File: src/rtl/sram_pkg.sv
// Shared definitions for the external-SRAM data-memory controller.
// Holds the controller state encoding, SRAM bus widths and the default
// byte address that maps onto SRAM word 0.
package sram_pkg;

    typedef enum logic [1:0] {
        IDLE = 2'd0,
        LOW  = 2'd1,
        HIGH = 2'd2,
        DONE = 2'd3
    } state_e;

    localparam int SRAM_ADDR_W = 18;
    localparam int SRAM_DATA_W = 16;

    // Phase counter width; covers the legal ACCESS_CYCLES range 2..15.
    localparam int CNT_W = 4;

    localparam logic [31:0] DEFAULT_BASE_ADDR = 32'd1024;

endpackage

File: src/rtl/sram_phase_timer.sv
// Phase timer for one 16-bit SRAM access phase.
// Ports:
//   clk_i        clock, rising edge
//   rst_ni       asynchronous active-low reset
//   load_i       restart the count at 0 (entering a phase)
//   en_i         advance the count by one
//   last_cycle_o count is on the final cycle of the phase
//   penult_o     count is on the cycle before the final one
module sram_phase_timer
    import sram_pkg::*;
#(
    parameter int ACCESS_CYCLES = 2
) (
    input  logic clk_i,
    input  logic rst_ni,
    input  logic load_i,
    input  logic en_i,
    output logic last_cycle_o,
    output logic penult_o
);

    localparam logic [CNT_W-1:0] LAST_CNT   = CNT_W'(ACCESS_CYCLES - 1);
    localparam logic [CNT_W-1:0] PENULT_CNT = CNT_W'(ACCESS_CYCLES - 2);

    logic [CNT_W-1:0] cnt_q;

    always_ff @(posedge clk_i or negedge rst_ni) begin
        if (!rst_ni) begin
            cnt_q <= '0;
        end else if (load_i) begin
            cnt_q <= '0;
        end else if (en_i) begin
            cnt_q <= cnt_q + 1'b1;
        end
    end

    assign last_cycle_o = (cnt_q == LAST_CNT);
    assign penult_o     = (cnt_q == PENULT_CNT);

endmodule

File: src/rtl/sram_controller.sv
// Data-memory responder that serves 32-bit word requests from the memory
// stage as two 16-bit accesses (low half, then high half) to an external
// asynchronous SRAM. ready drops while a transaction is in flight so the
// pipeline can freeze on ~ready.
// Ports:
//   clk, rst (async, active-low)
//   rd_en, wr_en, address, write_data   request from the memory stage
//   read_data, ready                    registered load result / handshake
//   sram_addr, sram_we_n, sram_dq_out,
//   sram_dq_oe, sram_dq_in              SRAM pins (tristate built above)
module sram_controller
    import sram_pkg::*;
#(
    parameter logic [31:0] BASE_ADDR     = DEFAULT_BASE_ADDR,
    parameter int          ACCESS_CYCLES = 2
) (
    input  logic                   clk,
    input  logic                   rst,
    input  logic                   rd_en,
    input  logic                   wr_en,
    input  logic [31:0]            address,
    input  logic [31:0]            write_data,
    output logic [31:0]            read_data,
    output logic                   ready,
    output logic [SRAM_ADDR_W-1:0] sram_addr,
    output logic                   sram_we_n,
    output logic [SRAM_DATA_W-1:0] sram_dq_out,
    output logic                   sram_dq_oe,
    input  logic [SRAM_DATA_W-1:0] sram_dq_in
);

    state_e                 state_q;
    logic                   is_wr_q;
    logic [SRAM_ADDR_W-2:0] word_q;
    logic [31:0]            wdata_q;

    logic        req;
    logic [31:0] offset;
    logic        last_cycle;
    logic        penult;
    logic        tmr_load;
    logic        tmr_en;
    logic        unused_offset_bits;

    assign req    = rd_en | wr_en;
    // 32-bit subtraction wraps, so addresses below BASE_ADDR land at the top of the SRAM.
    assign offset = address - BASE_ADDR;
    assign unused_offset_bits = ^{offset[31:19], offset[1:0]};

    assign tmr_load = ((state_q == IDLE) && req) || ((state_q == LOW) && last_cycle);
    assign tmr_en   = ((state_q == LOW) || (state_q == HIGH)) && !last_cycle;

    sram_phase_timer #(
        .ACCESS_CYCLES (ACCESS_CYCLES)
    ) u_timer (
        .clk_i        (clk),
        .rst_ni       (rst),
        .load_i       (tmr_load),
        .en_i         (tmr_en),
        .last_cycle_o (last_cycle),
        .penult_o     (penult)
    );

    assign ready = ((state_q == IDLE) && !req) || (state_q == DONE);

    // SRAM pins are registered and take each phase's values on the edge that
    // enters the phase. The write strobe is released one cycle early in every
    // phase so the address is stable on both sides of each strobe.
    always_ff @(posedge clk or negedge rst) begin
        if (!rst) begin
            state_q     <= IDLE;
            is_wr_q     <= 1'b0;
            word_q      <= '0;
            wdata_q     <= '0;
            read_data   <= '0;
            sram_addr   <= '0;
            sram_we_n   <= 1'b1;
            sram_dq_out <= '0;
            sram_dq_oe  <= 1'b0;
        end else begin
            case (state_q)
                IDLE: begin
                    if (req) begin
                        // A simultaneous read and write is served as a write.
                        is_wr_q     <= wr_en;
                        word_q      <= offset[18:2];
                        wdata_q     <= write_data;
                        state_q     <= LOW;
                        sram_addr   <= {offset[18:2], 1'b0};
                        sram_dq_out <= write_data[15:0];
                        sram_dq_oe  <= wr_en;
                        sram_we_n   <= !wr_en;
                    end
                end
                LOW: begin
                    if (last_cycle) begin
                        state_q     <= HIGH;
                        sram_addr   <= {word_q, 1'b1};
                        sram_dq_out <= wdata_q[31:16];
                        sram_we_n   <= !is_wr_q;
                        if (!is_wr_q) begin
                            read_data[15:0] <= sram_dq_in;
                        end
                    end else if (penult) begin
                        sram_we_n <= 1'b1;
                    end
                end
                HIGH: begin
                    if (last_cycle) begin
                        state_q    <= DONE;
                        sram_we_n  <= 1'b1;
                        sram_dq_oe <= 1'b0;
                        if (!is_wr_q) begin
                            read_data[31:16] <= sram_dq_in;
                        end
                    end else if (penult) begin
                        sram_we_n <= 1'b1;
                    end
                end
                DONE: begin
                    state_q <= IDLE;
                end
                default: begin
                    state_q <= IDLE;
                end
            endcase
        end
    end

endmodule

File: config.mk
export PLATFORM = sky130hd
export DESIGN_NAME = sram_controller
export DESIGN_NICKNAME = d
export VERILOG_FILES = /design/src/rtl/sram_pkg.sv /design/src/rtl/sram_phase_timer.sv /design/src/rtl/sram_controller.sv
export SDC_FILE = /design/constraint.sdc
export NUM_CORES = 1
export LEC_CHECK = 0
export BUFFER_PORTS_ARGS = -buffer_cell sky130_fd_sc_hd__buf_4
export CORE_ASPECT_RATIO = 0.8
export CORE_UTILIZATION = 40
export CTS_BUF_LIST = sky130_fd_sc_hd__clkbuf_16
export DETAILED_ROUTE_END_ITERATION = 12
export HOLD_SLACK_MARGIN = 0.12
export PLACE_DENSITY = 0.68
export SETUP_SLACK_MARGIN = 0.3
export SKIP_CTS_REPAIR_TIMING = 1
export SYNTH_ARGS = -nofsm -noshare
export SYNTH_HDL_FRONTEND = slang
export SYNTH_HIERARCHICAL = 1
export SYNTH_SLANG_ARGS = --single-unit
File: constraint.sdc
create_clock -name clk -period 2.2 [get_ports clk]
set_input_delay 0.11 -clock clk [delete_from_list [all_inputs] [get_ports clk]]
set_output_delay 0.11 -clock clk [all_outputs]
set_load 0.005 [all_outputs]
# --- Word-level counts from Yosys, hierarchy flattened ---
# Index checks and enable logic that the tools add are counted.
word_totals:
  regBits: 124
  inputBits: 84
  output_inout_bits: 69
  elab_cells: 66
op_classes:
  addsub: 2
  n_eq_ne: 7
  n_mux: 20
  bitwise: 2
  reduce_logical: 24
ops:
  columns: ["op", "count"]
  rows:
  - ["18-bit two-way mux", 2]
  - ["18-bit case mux with 2 select lines", 1]
  - ["16-bit two-way mux", 2]
  - ["16-bit case mux with 2 select lines", 1]
  - ["19-bit by 11-bit subtractor with 19-bit output, second input constant", 1]
  - ["3-bit AND reduction", 5]
  - ["4-bit two-way mux", 2]
  - ["2-bit case mux with 4 select lines", 1]
  - ["1-bit two-way mux", 6]
  - ["2-bit two-way mux", 3]
  - ["2-bit != test, second input constant", 3]
  - ["2-bit nonzero test", 3]
  - ["4-bit by 1-bit adder with 4-bit output, second input constant", 1]
  - ["2-bit equality test, second input constant", 2]
  - ["4-bit by 1-bit equality test with 1-bit output, second input constant", 1]
  - ["1-bit logical AND", 4]
  - ["1-bit zero test", 4]
  - ["4-bit zero test", 1]
  - ["2-bit AND reduction", 2]
  - ["1-bit logical OR", 3]
  - ["1-bit case mux with 3 select lines", 1]
  - ["3-bit nonzero test", 1]
  - ["2-bit by 1-bit equality test with 1-bit output, second input constant", 1]
  - ["2-bit zero test", 1]
  - ["other kinds (3)", 3]

# --- Longest topological paths before layout ---
depth:
  ltp_word: 5
  mapped_depth: 10
  mapped_depth_nobuf: 7

# --- Cells and area by module ---
# The synthesis kept the hierarchy.
modules_own_cells:
  columns: ["module", "n_inst", "cells_per_inst", "area_each_um2", "seq_area_each_um2"]
  rows:
  - ["sram_controller", 1, 358, 4469.3, 2603.7]
  - ["sram_phase_timer", 1, 22, 240.2, 100.1]

# --- Least setup slack after synthesis ---
# No wires, ideal clock.
synth_path:
  path_kind: "register to register"
  start: "register u_timer.cnt_q[0]"
  end: "register read_data[0]"
  setup_ns: 0.125
  arrival_time_ns: 1.825
  required_time_ns: 2.075
  slack_ns: 0.250
  stages_incl_launch_ff: 9
  n_path_buf: 3
  synth_period_minus_slack_ns: 1.950
  path_cell_list: "dfrtp_1 ha_1 nor3b_1 buf_2 and2_1 nand2b_1 buf_2 buf_2 mux2_2"
synth_via:
  elab_chain_cells: 2
synth_rtl:
  columns: ["element", "line", "source"]
  rows:
  - ["from (decl)", "sram_phase_timer.sv:25", "logic [CNT_W-1:0] cnt_q;"]
  - ["from (signal assigned)", "sram_phase_timer.sv:33", "cnt_q <= cnt_q + 1'b1;"]
  - ["4-bit by 1-bit equality test with 1-bit output", "sram_phase_timer.sv:37", "assign last_cycle_o = (cnt_q == LAST_CNT);"]
  - ["named net last_cycle", "sram_controller.sv:39", "logic last_cycle;"]
  - ["3-bit AND reduction (no source line)", null, null]
  - ["to (signal assigned)", "sram_controller.sv:102", "read_data[15:0] <= sram_dq_in;"]
  - ["to (decl)", "sram_controller.sv:23", "output logic [31:0] read_data,"]
# The timed path passes the listed nets, and every way through them passes these cells.
# A chain may end at the register's enable or synchronous reset.

# --- Worst setup path after layout ---
layout_path:
  start: "register u_timer.cnt_q[0]"
  end: "register state_q[1]"
layout_via:
  elab_chain_cells: 3
  word_cells_on_any_way: 4
  classes_between: "3 x eq/ne; 1 x reduce/logical"
layout_rtl:
  columns: ["element", "line", "source"]
  rows:
  - ["4-bit by 1-bit equality test with 1-bit output *", "sram_phase_timer.sv:37", null]
  - ["named net last_cycle", "sram_controller.sv:39", null]
  - ["2-bit != test (no source line)", null, null]
  - ["3-bit AND reduction (no source line) *", null, null]
  - ["to (signal assigned)", "sram_controller.sv:71", "state_q <= IDLE;"]
  - ["to (signal assigned)", "sram_controller.sv:88", "state_q <= LOW;"]
  - ["to (signal assigned)", "sram_controller.sv:97", "state_q <= HIGH;"]
  - ["to (decl)", "sram_controller.sv:32", "state_e state_q;"]
# The timed path passes the listed nets; every way through them passes the cells marked *.

==> out/metrics.csv <==
stage,metric,value,unit
outcome,status,completed,
drt,DR pass1 iterations,6,
floorplanning,Die Footprint,12200,µm²
pwr,Internal,6.49,mW
floorplanning,# IOs,153,
clock_tree,Worst-Skew Late Latency,340,ps
timing,RSZ-0062 raised after global routing,true,
pwr,PD cells,1380,nW/µm²
layout,area of the multi-input gates,1910,µm²
clock_tree,clk buf depth,2,
setup_path,R2R cell count,5,
synthesis,syn avg cell area,12.4,µm²
setup_path,Crit-path slowest cell,dfrtp_1,
setup_path,kind of critical path,flop to flop,
global_routing,gr ovfl total,0,
synthesis,Synth Flop Type,dfrtp_1,
synthesis,"Seq/Total Area, Yosys",57.4,%
layout,"leading cell type in the layout, fill and taps excluded",buf_4,
synthesis,"flops & latches, synth",108,
setup_path,CP endpoint kind,flop,
layout,most frequent cells in the layout,"buf_4 (153), dfrtp_1 (107), mux2_2 (60)",
timing,Final Slew Violations,0,
global_routing,GRT Total Usage,17.5,%
clock_tree,Num CTS Buffers,9,
layout,fill count,926,
layout,final core utilization,61.0,%
setup_path,flop2flop setup slack,320,ps
setup_path,crit-path max FO,5,
floorplanning,# rows,35,
global_routing,largest net degree at the start of global routing,55,
timing,Rel. slew slack,44.8,%
floorplanning,core area,11500,µm²
placement,Routability Congestion,0.771,
setup_path,R2R Path Start,u_timer/cnt_q[0]$_DFFE_PN0P_,
worst_hold_path,Hold Path Depth,3,
floorplanning,Die X,123,µm
floorplanning,die height,99.1,µm
pwr,Peak VDD IR,0.619,mV
worst_hold_path,hold path endpoint,sram_dq_out[14]$_DFFE_PN0P_,
synthesis,top post-synthesis cells by area,"dfrtp_1 (57%), mux2_2 (14%), mux2i_1 (5.5%)",
floorplanning,Initial Util,41.0,%
pwr,leakage,3.25,nW
clock_tree,H-Tree Depth,3,
worst_hold_path,hold path start,write_data[14],
setup_path,Crit path largest cell delay,440,ps
timing,setup_tns,0,ps
setup_path,CP Launch Type,flop,
synthesis,Synth Instances,380,
setup_path,worst r2r dst,state_q[1]$_DFFE_PN0P_,
pwr,clock share of power,17.4,%
layout,register area,2700,µm²
layout,n_diodes,0,
timing,Peak Freq,0.532,GHz
timing,final count of hold timing violations,0,
synthesis,Yosys top cell area share,56.9,%
global_routing,antenna violations before repair,0,
setup_path,family with the most delay on the worst path,flip-flops,
global_routing,vias in the first global route,3329,
layout,nets,682,
clock_tree,TritonCTS clock tree,done,
drt,routed via count,3593,
synthesis,Ys Warns,6,
setup_path,Worst EP required,2430,ps
pwr,Logic pwr share,45.9,%
layout,layout cells sized above 1,43.2,%
setup_path,CP startpoint,u_timer/cnt_q[0]$_DFFE_PN0P_,
timing,Fin Clk Skew,6.40,ps
synthesis,syn_nets,473,
layout,P&R area growth vs syn,48.6,%
pwr,Seq pwr share,36.7,%
synthesis,"EDFF count, synth",0,
timing,worst slew pin tran,826,ps
clock_tree,Root Driver,clkbuf_16,
setup_path,Worst Path Buf+Inv,1,
drt,Routed WL,11100,µm
clock_tree,clk slew on worst S/H paths,70,ps
setup_path,worst-path cell chain,ha_1 -> nor3b_2 -> clkdlybuf4s15_2 -> o21ai_0 -> mux2_2,
placement,DP Wirelength,7260,µm
synthesis,"area leader, netlist",dfrtp_1,
synthesis,Synth cell types,41,
placement,Port Buf Inserts,137,
timing,Final Critical Period,1880,ps
timing,Final period util,85.4,%
job,Max Cap Viol,0,
drt,Via density,4.85,
pwr,sw frac,32.9,%
synthesis,Async SR Flop Fraction,100,%
pwr,Sw Pwr,3.18,mW
drt,Starting DRT DRC Count,99,
setup_path,Arrival @ worst endpoint,2110,ps
worst_hold_path,worst min-delay path category,input pin to flop,
timing,Setup-failing EPs final,0,
drt,"antenna viol nets, final",0,
drt,drt wl/cell,15.0,µm
drt,DRC Markers,0,
synthesis,Synth Cell Area,4710,µm²
global_routing,first-pass GRT wire length,16500,µm
clock_tree,CTS Sinks,108,
==> power by group through the flow <==
stage	clock network [mW]	logic, mW	registers [mW]
floorplan	0	2.40	3.53
global placement	0	3.97	3.52
detailed placement	0	4.11	3.57
CTS	1.72	4.11	3.54
global route	1.80	4.93	3.67
finish	1.68	4.44	3.55
==> per-stage QoR <==
stage	power [mW]	worst slack [ps]	hold WS [ps]	instances	cell area [µm²]
5_1_grt	10.4	248	113	741	7000
6_report	9.67	321	61.3	741	7000
2_1_floorplan	5.93	302	-186	380	4710
3_5_place_dp	7.68	168	89.1	658	5950
3_3_place_gp	7.49	251	89.1	658	5950
4_1_cts	9.38	116	-279	673	6260
==> flip-flops by register name, indices dropped and copies added (netlist names) <==
register       flops
wdata_q           16
sram_dq_out       16
sram_we_n          1
is_wr_q            1
sram_dq_oe         1
sram_addr         18
word_q            17
read_data         32
u_timer/cnt_q      4
state_q            2
==> worst max path at each step <==
stage                                  endpoint  slack, ps  cells after the start
global route        sram_dq_out[14]$_DFFE_PN0P_        250                      7
detailed placement  sram_dq_out[12]$_DFFE_PN0P_        170                      6
finish                   state_q[1]$_DFFE_PN0P_        320                      5
global placement    sram_dq_out[10]$_DFFE_PN0P_        250                      6
CTS                                       ready        120                      6
floorplan              read_data[0]$_DFFE_PN0P_        300                      8
==> worst min-delay path: cells and delay by family <==
kind / cells / cell delay (ps)
buf+inv: 1 / 80
compound gates: 1 / 130
mux: 1 / 50
==> area by class of cell <==
cell class / count / area share [%]
Clock buffer: 9 / 3.22
Clock inverter: 6 / 1.16
Inverter: 7 / 0.376
Multi-Input combinational cell: 244 / 27.3
Sequential cell: 108 / 38.6
Tap cell: 148 / 2.65
Timing Repair Buffer: 219 / 26.6
==> logic make-up (layout without fill, tap and decap cells) <==
logic type / count (synthesis) / in the layout / share of synthesized area (%)
xor gates and xnor gates: 8 / 8 / 1.49
buffers and inverters: 28 / 241 / 3.21
DFF: 108 / 108 / 57.4
and+or+nand+nor: 77 / 77 / 7.39
adders and majority gates: 9 / 9 / 2.39
AOI/OAI and AO/OA: 63 / 63 / 7.92
muxes: 87 / 87 / 20.2
==> metal layers <==
metal	vias to the layer above	track usage [%]	share of wire, %
met5	-	0	0
met4	0	4.45	0.93
met3	10	6.42	6.9
met2	107	27.9	48
met1	1740	22.5	45
li1	1736	-	-
==> cells in the mapped netlist, drive strengths merged, types with 2 or more instances <==
library cell	n
nand2	46
o211ai	3
dfrtp	107
mux2i	26
buf	15
nor4	2
a21oi	7
ha	9
inv	7
nand3b	2
nor2	10
xnor2	6
a32oi	3
clkbuf	6
nor2b	2
nand3	2
o21ai	44
xor2	2
mux2	61
nand2b	4
nor3b	4
(Power assumes the default switching activity.)
